`src/rtl/button_event_ctrl.sv`:
```
// Button debouncer and event generator: synchronises a raw button level, debounces
// press/release and produces press, release, long-press and auto-repeat strobes.
module button_event_ctrl #(
  parameter int unsigned DB_CYCLES     = 4,
  parameter int unsigned LONG_CYCLES   = 16,
  parameter int unsigned REPEAT_CYCLES = 8,
  parameter int unsigned CNT_W         = 16
) (
  input  logic clk,
  input  logic rst_n,
  input  logic btn_in,
  output logic btn_out,
  output logic press_pulse,
  output logic release_pulse,
  output logic long_pulse,
  output logic repeat_pulse
);

  localparam logic [CNT_W-1:0] DB_LAST     = CNT_W'(DB_CYCLES - 1);
  localparam logic [CNT_W-1:0] LONG_LAST   = CNT_W'(LONG_CYCLES - 1);
  localparam logic [CNT_W-1:0] REPEAT_LAST = CNT_W'(REPEAT_CYCLES - 1);

  typedef enum logic [2:0] {
    IDLE     = 3'd0,
    DB_PRESS = 3'd1,
    HELD     = 3'd2,
    REPEAT   = 3'd3,
    DB_REL   = 3'd4
  } state_t;

  state_t           state, state_d;
  logic [CNT_W-1:0] cnt, cnt_d;
  logic             sync_q, btn_s;
  logic             ret_rep, ret_rep_d;
  logic             btn_out_d, press_d, release_d, long_d, repeat_d;

  // Two-flop synchroniser for the asynchronous button level
  always_ff @(posedge clk or negedge rst_n) begin
    if (!rst_n) begin
      sync_q <= 1'b0;
      btn_s  <= 1'b0;
    end else begin
      sync_q <= btn_in;
      btn_s  <= sync_q;
    end
  end

  // State, shared counter, return flag and registered outputs
  always_ff @(posedge clk or negedge rst_n) begin
    if (!rst_n) begin
      state         <= IDLE;
      cnt           <= '0;
      ret_rep       <= 1'b0;
      btn_out       <= 1'b0;
      press_pulse   <= 1'b0;
      release_pulse <= 1'b0;
      long_pulse    <= 1'b0;
      repeat_pulse  <= 1'b0;
    end else begin
      state         <= state_d;
      cnt           <= cnt_d;
      ret_rep       <= ret_rep_d;
      btn_out       <= btn_out_d;
      press_pulse   <= press_d;
      release_pulse <= release_d;
      long_pulse    <= long_d;
      repeat_pulse  <= repeat_d;
    end
  end

  // Next-state, counter and strobe decode; every state entry clears the counter
  always_comb begin
    state_d   = state;
    cnt_d     = cnt + CNT_W'(1);
    ret_rep_d = ret_rep;
    btn_out_d = btn_out;
    press_d   = 1'b0;
    release_d = 1'b0;
    long_d    = 1'b0;
    repeat_d  = 1'b0;

    case (state)
      IDLE: begin
        cnt_d = '0;
        if (btn_s) state_d = DB_PRESS;
      end
      DB_PRESS: begin
        if (!btn_s) begin
          state_d = IDLE;
          cnt_d   = '0;
        end else if (cnt == DB_LAST) begin
          state_d   = HELD;
          cnt_d     = '0;
          press_d   = 1'b1;
          btn_out_d = 1'b1;
        end
      end
      HELD: begin
        if (!btn_s) begin
          state_d   = DB_REL;
          cnt_d     = '0;
          ret_rep_d = 1'b0;
        end else if (cnt == LONG_LAST) begin
          state_d = REPEAT;
          cnt_d   = '0;
          long_d  = 1'b1;
        end
      end
      REPEAT: begin
        if (!btn_s) begin
          state_d   = DB_REL;
          cnt_d     = '0;
          ret_rep_d = 1'b1;
        end else if (cnt == REPEAT_LAST) begin
          cnt_d    = '0;
          repeat_d = 1'b1;
        end
      end
      DB_REL: begin
        // A bounce back to pressed resumes the held state with a fresh count
        if (btn_s) begin
          state_d = ret_rep ? REPEAT : HELD;
          cnt_d   = '0;
        end else if (cnt == DB_LAST) begin
          state_d   = IDLE;
          cnt_d     = '0;
          release_d = 1'b1;
          btn_out_d = 1'b0;
        end
      end
      default: begin
        state_d = IDLE;
        cnt_d   = '0;
      end
    endcase
  end

endmodule

```
`config.mk`:
```
export PLATFORM = sky130hd
export DESIGN_NAME = button_event_ctrl
export DESIGN_NICKNAME = d
export VERILOG_FILES = /design/src/rtl/button_event_ctrl.sv
export SDC_FILE = /design/constraint.sdc
export NUM_CORES = 1
export LEC_CHECK = 0
export BUFFER_PORTS_ARGS = -buffer_cell sky130_fd_sc_hd__buf_4
export CELL_PAD_IN_SITES_DETAIL_PLACEMENT = 1
export CELL_PAD_IN_SITES_GLOBAL_PLACEMENT = 1
export CORE_MARGIN = 3
export CORE_UTILIZATION = 42
export CTS_CLUSTER_SIZE = 12
export DETAILED_ROUTE_END_ITERATION = 8
export PLACE_DENSITY_LB_ADDON = 0.1
export SETUP_SLACK_MARGIN = 0.5
export SLEW_MARGIN = 10
export SYNTH_ARGS = -nofsm -noshare
export SYNTH_HDL_FRONTEND = slang
export SYNTH_SLANG_ARGS = --single-unit
```
`constraint.sdc`:
```
create_clock -name clk -period 2.24 [get_ports clk]
set_input_delay 0.224 -clock clk [delete_from_list [all_inputs] [get_ports clk]]
set_output_delay 0.224 -clock clk [all_outputs]
set_load 0.01 [all_outputs]
```
Word level (Yosys, flattened, before mapping)
Index checks and enable logic that the tools add are counted.
{"block": "totals", "register_bits": 27, "latch_bits": 0, "ram_bits": 0, "mem_bits_ro": 0, "elab_cells": 71, "memories": 0}
{"block": "op_classes", "n_addsub": 1, "n_mul": 0, "n_div": 0, "order_cmp": 0, "n_eq_ne": 17, "n_shift": 0, "mux": 37, "bitwise_logic": 0, "n_reduce_logical": 6}
{"cell": "16-bit two-way mux", "n": 7}
{"cell": "16-bit one-hot mux with 4 select lines", "n": 1}
{"cell": "3-bit two-way mux", "n": 8}
{"cell": "1-bit two-way mux", "n": 18}
{"cell": "16-bit by 1-bit adder with 16-bit output, second input constant", "n": 1}
{"cell": "16-bit by 2-bit == test with 1-bit output, second input constant", "n": 1}
{"cell": "16-bit by 3-bit == test with 1-bit output, second input constant", "n": 1}
{"cell": "16-bit by 4-bit == test with 1-bit output, second input constant", "n": 1}
{"cell": "3-bit one-hot mux with 5 select lines", "n": 1}
{"cell": "2-bit != test, second input constant", "n": 7}
{"cell": "5-bit AND reduction", "n": 2}
{"cell": "3-bit != test, second input constant", "n": 3}
{"cell": "3-bit by 2-bit == test with 1-bit output, second input constant", "n": 2}
{"cell": "1-bit one-hot mux with 2 select lines", "n": 2}
{"cell": "2-bit nonzero test", "n": 2}
{"cell": "3-bit by 1-bit == test with 1-bit output, second input constant", "n": 1}
{"cell": "3-bit == test, second input constant", "n": 1}
{"cell": "3-bit zero test", "n": 1}
{"cell": "3-bit AND reduction", "n": 1}

Logic depth before layout (Yosys ltp)
{"block": "depth", "ltp_word": 4, "depth_mapped": 7, "ltp_nobuf": 5}

Least setup slack after synthesis
Ideal clock, no wire load.
{"block": "synth_timing", "path_kind": "register to register", "start": "register cnt[4]", "end": "register cnt[0]", "setup_time_ns": 0.123, "arrival_ns": 1.530, "required_time_ns": 2.117, "path_slack_ns": 0.587, "stages_incl_launch_ff": 6, "path_buffers": 1, "synth_period_minus_slack_ns": 1.653, "path_cell_list": "dfrtp_1 nor4_4 nand4_1 a22oi_2 buf_6 a21oi_1"}
{"block": "synth_via", "elab_chain_cells": 4}
{"element": "from (decl)", "line_no": "32", "rtl": "logic [CNT_W-1:0] cnt, cnt_d;"}
{"element": "from (signal assigned)", "line_no": "61", "rtl": "cnt <= cnt_d;"}
{"element": "16-bit by 2-bit == test with 1-bit output (tied with other cells)", "line_no": "91, 124"}
{"element": "16-bit two-way mux, on equally long branches (2 in series)"}
{"element": "16-bit one-hot mux with 4 select lines *", "line_no": "82", "rtl": "case (state)"}
{"element": "net cnt_d[0]", "line_no": "32"}
The timed path passes the listed nets; every way through them passes the cells marked *.
A chain may end at the register's enable or synchronous reset.

Worst setup path after layout
{"block": "layout_timing", "start": "register cnt[6]", "end": "register btn_out"}
{"block": "layout_via", "elab_chain_cells": 3}
{"element": "16-bit by 2-bit == test with 1-bit output *", "line_no": "91, 124"}
{"element": "2-bit != test (no source line)"}
{"element": "5-bit AND reduction (no source line) *"}
{"element": "to (signal assigned)", "line_no": "63", "rtl": "btn_out <= btn_out_d;"}
{"element": "to (decl)", "line_no": "12", "rtl": "output logic btn_out,"}
Every way passes the cells marked *; elsewhere a longest branch is shown, timed or not.

==> flow_metrics.env <==
export IMPL_wire_per_inst_um=16.8
export IMPL_port_buffers=7
export IMPL_cap_violations=0
export IMPL_die_x_um=63.8
export IMPL_synthesis_nets=134
export IMPL_h_tree_depth=1
export IMPL_fmax_mhz=552
export IMPL_rows=20
export IMPL_drive_gt1_frac=0.392
export IMPL_final_hold_violation_count=0
export IMPL_crit_chain="nor4_4, buf_4, nand4_1, o31a_1, a211o_1"
export IMPL_dr_pass1_iters=4
export IMPL_cp_buffers_inverters=1
export IMPL_antenna_cells=0
export IMPL_grt_ovfl_total=0
export IMPL_die_y_um=63.8
export IMPL_pre_cts_slack_ps=371
export IMPL_grt_pass1_vias=1198
export IMPL_slew_headroom=0.771
export IMPL_place_gp_congestion=0.765
export IMPL_grt_pass1_wl_um=5570
export IMPL_dp_hpwl_um=2200
export IMPL_setup_ws_ps=429
export IMPL_final_area_sq_um=1710
export IMPL_largestRegisters="cnt x16, state x3"
export IMPL_start_kind="register"
export IMPL_fin_crit_sh=0.808
export IMPL_hold_path_class="in -> async"
export IMPL_slowest_delay_ps=470
export IMPL_numCtsBuffers=3
export IMPL_drc_errors=0
export IMPL_grt_usage=0.169
export IMPL_drt_iter0_markers=29
export IMPL_powerDensity_nw_per_um2=453
export IMPL_critical_path_arrival_ps=2030
export IMPL_synth_top_area_frac=0.482
export IMPL_dpl_cell_area_sq_um=1500
export IMPL_finalCriticalPeriod_ps=1810
export IMPL_fin_skew_ps=3.36
export IMPL_die_area_sq_um=4070
export IMPL_antenna_found_initial=0
export IMPL_synth_seq_cells=27
export IMPL_tns_ps=0
export IMPL_avgSynthCellArea_sq_um=10.8
export IMPL_reg2reg_slack_ps=430
export IMPL_drt_vias_per_instance=5.58
export IMPL_largest_reg_flops=16
export IMPL_synth_area_sq_um=1400
export IMPL_slowest_stage="dfrtp_2"
export IMPL_r2r_start="cnt[6]"
export IMPL_ys_types=39
export IMPL_p_leak_uw=0.000682
export IMPL_ys_seq_area_frac=0.482
export IMPL_status="complete, no violations"
export IMPL_rr_endpoint="btn_out"
export IMPL_path_delay_family="simple AND/OR/NAND/NOR gates"
export IMPL_nets=158
export IMPL_ir_worst_vdd_mv=0.333
export IMPL_initial_core_util=0.448
export IMPL_cts_tree="done"
export IMPL_vias=1099
export IMPL_reg2reg_depth=5
export IMPL_setup_viol=0
export IMPL_largest_register="cnt"
export IMPL_cts_sinks=27
export IMPL_grt_max_degree=28
export IMPL_worstMarginPinSlew_ps=341
export IMPL_rsz0062_at_grt="yes"
export IMPL_ctsRootBufferMaster="clkbuf_4"
export IMPL_clock_path_buffers=2
export IMPL_wirelength_um=3310
export IMPL_syn_inst=130
export IMPL_crit_fanout=4
export IMPL_drv_slew=0
export IMPL_end_kind="register"
export IMPL_core_area_sq_um=3130
export IMPL_clk_pin_slew_worst_paths_ps=140
export IMPL_ant_nets=0
export IMPL_area_delta_synth_final_pct=21.9
export IMPL_crit_type="reg -> reg"
export IMPL_synth_area_top_cells="dfrtp_1 48%, nor4_4 4.5%, xor2_1 4.4%, a21oi_1 4.3%, nand4_1 3.6%"
export IMPL_io_pins=8
export IMPL_clk_latency_ps=320
export IMPL_yosys_warnings=0
export IMPL_yosysTopAreaCell="dfrtp_1"
export IMPL_required_ps=2460
## timing repair
action | 4_1_cts | 5_1_grt
hold buffers | 2 | 0
hold endpoints to repair | 28 | 0
resized for setup | 5 | 24
buffers inserted | 1 | 10
setup endpoints to repair | 18 | 18
pin swaps | 3 | 12
gates cloned | 0 | 1
## worst register-to-register path: cells and delay by family, from the launching register on
family | cells | cell delay [ps]
AND/OR/NAND/NOR | 2 | 540
AO/OA/AOI/OAI | 2 | 520
buffers and inverters | 1 | 180
flip-flops | 1 | 470
## cells in the mapped netlist
cell type / count
and4_1: 1
nand3b_1: 2
nand3_1: 7
a22oi_1: 3
buf_6: 2
and3_2: 1
a22oi_2: 1
and4_4: 1
o31ai_1: 1
a21boi_0: 1
nand4_1: 8
a21oi_2: 2
nand2b_4: 1
nor2b_1: 3
or4_1: 1
nor4_4: 3
nor4b_1: 1
inv_1: 2
and3_1: 2
and3b_1: 2
or3_1: 1
nand2_1: 7
xnor2_1: 4
or3b_2: 1
o21bai_2: 1
clkbuf_1: 2
nor2_1: 5
and2_0: 1
nor3_1: 4
or3_2: 1
a21oi_1: 12
dfrtp_1: 27
nor3b_1: 2
o31a_1: 2
o21ai_0: 4
ha_1: 1
buf_4: 1
a211o_1: 2
xor2_1: 7
## routing by layer
metal / vias to the layer above / GRT usage / share of wire
met5: - / 0 / 0
met4: 0 / 0.0431 / 0.0057
met3: 2 / 0.0228 / 0.025
met2: 14 / 0.280 / 0.50
met1: 555 / 0.231 / 0.47
li1: 528 / - / -
## through the flow
step / utilization / instances / hold WS [ps] / total power, uW
global placement: 0.478 / 179 / 152 / 557
CTS: 0.499 / 186 / 341 / 780
finish: 0.546 / 197 / 341 / 775
detailed placement: 0.478 / 179 / 161 / 559
global route: 0.546 / 197 / 342 / 821
floorplan: - / 130 / -71.6 / 539
## report_power, final
group	total (uW)	internal, uW	switching, uW
registers	503	496	6.72
logic	64.8	26.8	38.0
clock network	207	66.8	140
total	775	590	185
## cell families (layout without fill, tap and decap cells)
kind of cell / Yosys count / count (layout) / synth area share
AOI/OAI and AO/OA: 29 / 29 / 0.138
and+or+nand+nor: 55 / 55 / 0.270
xor gates and xnor gates: 11 / 11 / 0.0687
buffers and inverters: 7 / 30 / 0.0321
DFF: 27 / 27 / 0.482
adders and majority gates: 1 / 1 / 0.00892
## worst max path at each step
stage | startpoint | to | depth (start not counted)
3_5_place_dp | cnt[0] | cnt[15] | 6
6_report | cnt[6] | btn_out | 5
2_1_floorplan | cnt[4] | cnt[0] | 5
4_1_cts | cnt[0] | btn_out | 5
5_1_grt | cnt[6] | btn_out | 5
3_3_place_gp | cnt[0] | cnt[15] | 6
## placed cells by master (no fill, tap or decap), drive strengths merged, types with 3 or more instances in the layout
cell type  netlist  final
nand2            7      7
buf              3     22
xnor2            4      4
nor2             5      5
nand3            7      7
nor2b            3      3
o21ai            4      4
clkbuf           2      3
a22oi            4      4
and3             3      3
nand4            8      8
a21oi           14     14
nor4             3      3
dfrtp           27     27
nor3             4      4
xor2             7      7
## final cells by class
type	count	area, sq um
multi-input combinational	96	738
clock inverter	1	5.00
timing repair buffer	24	193
clock buffer	3	22.5
sequential	27	688
fill	353	1420
tap	44	55.1
inverter	2	7.51
Note: power is estimated with default switching activity, not from simulation.
